### src/rtl/booth4_mac_nbit.sv
// -----------------------------------------------------------------------------
// booth4_mac_nbit
//   Radix-4 Booth multiply-accumulate unit. Computes
//     m_res = op1 * op2 (+ s_acc when s_acc_en)   modulo 2^(2*MUL_SIZE)
//   with independent signedness per operand. DIGITS_PER_CYCLE radix-4 digits
//   are retired every CALC cycle. Valid/ready on both sides. A new operation
//   can be accepted on the same edge that the previous result is consumed.
//
// Parameters
//   MUL_SIZE          operand width N (even, >= 4)
//   DIGITS_PER_CYCLE  radix-4 digits per CALC cycle D (1, 2 or 4)
//   RES_SIZE          result/addend width, fixed at 2*MUL_SIZE
//
// Ports
//   clk, rst_n        clock, asynchronous active-low reset
//   s_valid/s_ready   operand handshake
//   s_op1, s_op2      multiplicand, multiplier
//   s_op1_signed      1 = s_op1 is two's complement
//   s_op2_signed      1 = s_op2 is two's complement
//   s_acc_en, s_acc   optional addend
//   flush             synchronous abort; beats accept and completion
//   m_valid/m_ready   result handshake
//   m_res             registered result, 0 whenever m_valid is low
//   busy              high in CALC or DONE
// -----------------------------------------------------------------------------
module booth4_mac_nbit #(
  parameter  int MUL_SIZE         = 32,
  parameter  int DIGITS_PER_CYCLE = 1,
  localparam int RES_SIZE         = 2 * MUL_SIZE
) (
  input  logic                clk,
  input  logic                rst_n,
  input  logic                s_valid,
  output logic                s_ready,
  input  logic [MUL_SIZE-1:0] s_op1,
  input  logic [MUL_SIZE-1:0] s_op2,
  input  logic                s_op1_signed,
  input  logic                s_op2_signed,
  input  logic                s_acc_en,
  input  logic [RES_SIZE-1:0] s_acc,
  input  logic                flush,
  output logic                m_valid,
  input  logic                m_ready,
  output logic [RES_SIZE-1:0] m_res,
  output logic                busy
);

  // One extra digit beyond N/2 so unsigned operands decode correctly.
  localparam int NUM_DIGITS = MUL_SIZE / 2 + 1;
  localparam int NUM_CYCLES = (NUM_DIGITS + DIGITS_PER_CYCLE - 1) / DIGITS_PER_CYCLE;
  localparam int CNT_W      = (NUM_CYCLES > 1) ? $clog2(NUM_CYCLES) : 1;
  localparam int SHIFT      = 2 * DIGITS_PER_CYCLE;
  // Multiplier register {ext, ext, op2, 0} padded with SHIFT more ext bits so
  // every window of the last cycle stays inside the vector.
  localparam int MW         = MUL_SIZE + 3 + SHIFT;

  typedef enum logic [1:0] {
    IDLE = 2'd0,
    CALC = 2'd1,
    DONE = 2'd2
  } state_t;

  state_t              r_state;
  state_t              w_state_nxt;
  logic [CNT_W-1:0]    r_cnt;
  logic [RES_SIZE-1:0] r_sum;
  logic [RES_SIZE-1:0] r_mcand;   // multiplicand, pre-weighted for digit 0 of this cycle
  logic [MW-1:0]       r_mplier;  // multiplier, current low window at bits [2:0]
  logic [RES_SIZE-1:0] r_res;

  logic                w_accept;
  logic                w_calc_last;
  logic                w_op1_ext;
  logic                w_op2_ext;
  logic [RES_SIZE-1:0] w_acc;

  assign s_ready     = (r_state == IDLE) || ((r_state == DONE) && m_ready);
  assign w_accept    = s_valid && s_ready && !flush;
  assign w_calc_last = (r_state == CALC) && (r_cnt == '0);
  assign w_op1_ext   = s_op1_signed & s_op1[MUL_SIZE-1];
  assign w_op2_ext   = s_op2_signed & s_op2[MUL_SIZE-1];

  assign m_valid = (r_state == DONE);
  assign m_res   = r_res;
  assign busy    = (r_state != IDLE);

  // ---------------------------------------------------------------------------
  // FSM
  // ---------------------------------------------------------------------------
  // NOTE: sequential state uses non-blocking assignments so every register
  // samples pre-edge values, independent of block ordering.
  always_ff @(posedge clk or negedge rst_n) begin
    if (!rst_n) r_state <= IDLE;
    else        r_state <= w_state_nxt;
  end

  // NOTE: the default at the top of every combinational block guarantees each
  // path assigns the output, so no latch is inferred.
  always_comb begin
    w_state_nxt = r_state;
    if (flush) begin
      w_state_nxt = IDLE;
    end else begin
      case (r_state)
        IDLE:    if (w_accept) w_state_nxt = CALC;
        CALC:    if (w_calc_last) w_state_nxt = DONE;
        DONE:    if (m_ready) w_state_nxt = w_accept ? CALC : IDLE;
        default: w_state_nxt = IDLE;
      endcase
    end
  end

  // ---------------------------------------------------------------------------
  // Booth digit adder: DIGITS_PER_CYCLE weighted partial products per cycle.
  // Negative digits add the inverted multiple plus a carry-in of one.
  // ---------------------------------------------------------------------------
  always_comb begin
    logic [2:0]          win;
    logic [RES_SIZE-1:0] x_w;
    logic [RES_SIZE-1:0] pp;
    logic                neg;
    w_acc = r_sum;
    win   = '0;
    x_w   = '0;
    pp    = '0;
    neg   = 1'b0;
    for (int j = 0; j < DIGITS_PER_CYCLE; j++) begin
      win = r_mplier[2*j +: 3];
      x_w = r_mcand << (2 * j);
      pp  = '0;
      neg = 1'b0;
      case (win)
        3'b001, 3'b010: pp = x_w;
        3'b011:         pp = x_w << 1;
        3'b100: begin   pp = x_w << 1; neg = 1'b1; end
        3'b101, 3'b110: begin pp = x_w; neg = 1'b1; end
        default:        pp = '0;
      endcase
      w_acc = w_acc + (neg ? ~pp : pp) + {{(RES_SIZE-1){1'b0}}, neg};
    end
  end

  // ---------------------------------------------------------------------------
  // Datapath registers
  // ---------------------------------------------------------------------------
  always_ff @(posedge clk or negedge rst_n) begin
    if (!rst_n) begin
      r_cnt    <= '0;
      r_sum    <= '0;
      r_mcand  <= '0;
      r_mplier <= '0;
      r_res    <= '0;
    end else begin
      if (w_accept) begin
        r_cnt    <= CNT_W'(NUM_CYCLES - 1);
        r_sum    <= s_acc_en ? s_acc : '0;
        r_mcand  <= {{MUL_SIZE{w_op1_ext}}, s_op1};
        r_mplier <= {{(SHIFT + 2){w_op2_ext}}, s_op2, 1'b0};
      end else if (r_state == CALC) begin
        r_cnt    <= r_cnt - CNT_W'(1);
        r_sum    <= w_acc;
        r_mcand  <= r_mcand << SHIFT;
        // Arithmetic shift: digits past the last one decode to 0.
        r_mplier <= {{SHIFT{r_mplier[MW-1]}}, r_mplier[MW-1:SHIFT]};
      end

      // Result is held while m_valid is up and cleared whenever it drops.
      if (flush)                             r_res <= '0;
      else if (w_calc_last)                  r_res <= w_acc;
      else if ((r_state == DONE) && m_ready) r_res <= '0;
    end
  end

endmodule

### config.mk
export PLATFORM = sky130hd
export DESIGN_NAME = booth4_mac_nbit
export DESIGN_NICKNAME = d
export VERILOG_FILES = /design/src/rtl/booth4_mac_nbit.sv
export SDC_FILE = /design/constraint.sdc
export NUM_CORES = 1
export LEC_CHECK = 0
export ABC_AREA = 1
export CORE_MARGIN = 5
export CORE_UTILIZATION = 35
export CTS_CLUSTER_SIZE = 30
export DETAILED_ROUTE_END_ITERATION = 16
export PLACE_DENSITY = 0.56
export SLEW_MARGIN = 40
export SYNTH_ARGS = -nofsm -noshare
export SYNTH_HDL_FRONTEND = slang
export SYNTH_SLANG_ARGS = --single-unit
### constraint.sdc
create_clock -name clk -period 4.4 [get_ports clk]
set_clock_uncertainty 0.1 [all_clocks]
set_input_delay 0.66 -clock clk [delete_from_list [all_inputs] [get_ports clk]]
set_output_delay 0.66 -clock clk [all_outputs]
set_load 0.005 [all_outputs]
==> run summary <==
Worst Path Arrival -> 4.49 ns
Clk pin slew, worst setup/hold paths -> 0.06 ns
CTS Sinks -> 235
Yosys warns -> 0
Vias in the first global route -> 15710
Pins Over Slew Limit -> 0
Crit Path Max Fanout -> 23
Core area -> 46460 um2
Post-Synth Adder-Cell Area -> 5.617%
XOR/XNOR Fraction of Synth Area -> 5.022%
Mapped Nets -> 2495
Initial antenna violation count -> 0
Worst reg2reg path depth -> 19
R2r startpoint -> r_mplier[1]
Largest net degree at the start of global routing -> 160
Most common cell after layout, fill and taps aside -> nand2_1
DP HPWL -> 46350 um
Hold_ws -> 0.03540 ns
Post-synth EDFFs -> 0
Final cycle utilization of the critical path -> 94.09%
Iter 0 DRT Violations -> 1220
Top_reg_cell synth -> dfrtp_1
Share of cells above drive strength 1 -> 5.684%
Num rows -> 79
CP startpoint kind -> flop
Die area -> 51270 um2
CP most frequent cell -> nand2_1
Unrepaired setup endpoints after global routing -> yes
CP cell instances -> inv_1 -> ha_1 -> nand2_1 -> nand3_4 -> buf_4 -> buf_6 -> xor2_1 -> ha_1 -> a21oi_1 -> o21ai_0 -> a21o_1 -> a21oi_1 -> nor2_1 -> nor2_1 -> nand2_1 -> nand2_1 -> nand3_1 -> nand2_1 -> inv_1
Sequential area share after synthesis -> 35.87%
Worst Setup Path Type -> flop to flop
Syn_area_per_cell -> 7.171 um2
CTS Buf Count -> 27
Largest family of logic cells by synthesized area -> simple AND/OR/NAND/NOR gates
First-pass DRT Iterations -> 5
Htree depth -> 1
Status -> finished clean
Synth Register Bits -> 235
Fin util -> 42.79%
Setup_tns -> 0 ns
Synthesized cell area -> 16390 um2
Clock Path Buffers -> 3
Max_cap viols -> 0
Final hold vios -> 0
Flop-to-flop setup slack -> 0.26 ns
Achievable Freq -> 241.6 MHz
Routed length per instance -> 19.43 um
Async SR Flop Fraction -> 100.0%
Final worst path period need -> 4.140 ns
Most frequent cells in the layout -> nand2_1, inv_1, dfrtp_1, clkdlybuf4s50_1
Post-route DRC -> 0
Fin nets -> 2654
Non-Filler Instances -> 3070
Post-synthesis mux area share -> 0%
Routed wire length -> 59670 um
Via-per-instance ratio -> 5.116
Max incr delay on CP -> 0.40 ns
CP Capture Type -> flop
Initial Utilization -> 35.29%
Yosys cell types -> 54
Routed Antenna Nets -> 0
R2r endpoint -> r_sum[63]
CTS Root Cell -> clkbuf_16
Compound-cell area share of the yosys netlist -> 18.66%
Ant diodes -> 0
Die width -> 226.4 um
Via count -> 15710
Congestion Overflow GR -> 0
P&R area growth vs syn -> 21.27%
CP max stage cell -> dfrtp_1
Tot GR Track Use -> 22.95%
Clk_lat worst skew -> 0.56 ns
Final setup fails -> 0
Die H -> 226.4 um
Worst-margin pin slew -> 0.7195 ns
Req. time, crit path -> 4.75 ns
Simple-gate portion of the synthesized area -> 24.60%
Inst Count DP -> 3023
Gate Count Post-Synth -> 2286
Worst Hold Class -> input port to asynchronous set/reset pin
Setup Buffers After CTS -> 0
Io pins -> 203
Worst slew margin -> 52.03%
First-pass GRT wire length -> 92070 um
PortBufs -> 202
CTS tree -> built
Global placer's final weighted congestion -> 0.9458
through the flow:
stage	cell area, um2	worst slack (ns)
after floorplan	16390	1.168
after global placement	18970	0.3023
after detailed placement	18970	0.2526
after CTS	19850	0.2424
after global routing	19880	-0.04542
final	19880	0.2602
routing by layer:
layer	vias up	track usage, %	part of all wire, %
met5	-	0	0
met4	0	4.968	2.1
met3	58	3.120	5.6
met2	436	34.65	43
met1	7441	35.07	50
li1	7770	-	-
layout make-up:
class                      instances  area, um2
inverter                         323       1215
tap                              607      759.5
multi-input combinational       1635       8872
timing repair buffer             223       2270
sequential                       235       5881
clock inverter                    11      133.9
clock buffer                      36      749.5
fill                            4884      26580
worst max-delay path: cells and delay by family (launching register included):
family / cells / cell delay [ns]
DFF: 1 / 0.40
and+or+nand+nor: 8 / 0.91
xor gates and xnor gates: 1 / 0.38
buffers and inverters: 4 / 0.78
AOI/OAI and AO/OA: 4 / 0.91
adders and majority gates: 2 / 0.54
synthesized netlist by cell type, drive strengths merged (40+ instances only):
master	count	area [um2]
dfrtp	235	5881
o21ai	180	908.4
buf	53	311.6
nand3	120	648.1
nor2	165	670.6
a21oi	111	593.1
inv	323	1215
xor2	86	753.2
clkbuf	40	150.1
o221ai	44	385.4
ha	72	900.9
o22ai	63	394.1
nand2	650	2477
state kept, by name (all words and copies together) (netlist names):
signal / flops
r_mcand: 64
r_cnt: 5
r_sum: 64
r_state: 2
r_mplier: 36
m_res: 64
timing repair:
| action | in CTS | in global routing |
|---|---|---|
| resized for setup | 0 | 3 |
| setup endpoints to repair | 0 | 7 |
| hold buffers | 0 | 0 |
how the worst max path moves through the flow:
stage / from / endpoint / slack [ns] / depth (start not counted)
2_1_floorplan: r_mplier[0] / r_sum[49] / 1.17 / 22
3_3_place_gp: r_mplier[0] / r_sum[36] / 0.30 / 18
3_5_place_dp: r_mplier[1] / r_sum[63] / 0.25 / 19
4_1_cts: r_mplier[1] / r_sum[63] / 0.24 / 19
5_1_grt: r_mplier[0] / r_sum[56] / -0.05 / 20
6_report: r_mplier[1] / r_sum[63] / 0.26 / 19
cells by family after synthesis:
| kind of cell | count (synthesis) |
|---|---|
| simple gates | 972 |
| fa+ha+maj | 73 |
| xor+xnor | 94 |
| buf+inv | 416 |
| compound gates | 496 |
| flops | 235 |
Power is not shown: default switching activity piles up to over one toggle a cycle in this logic, so the estimate is an artifact.
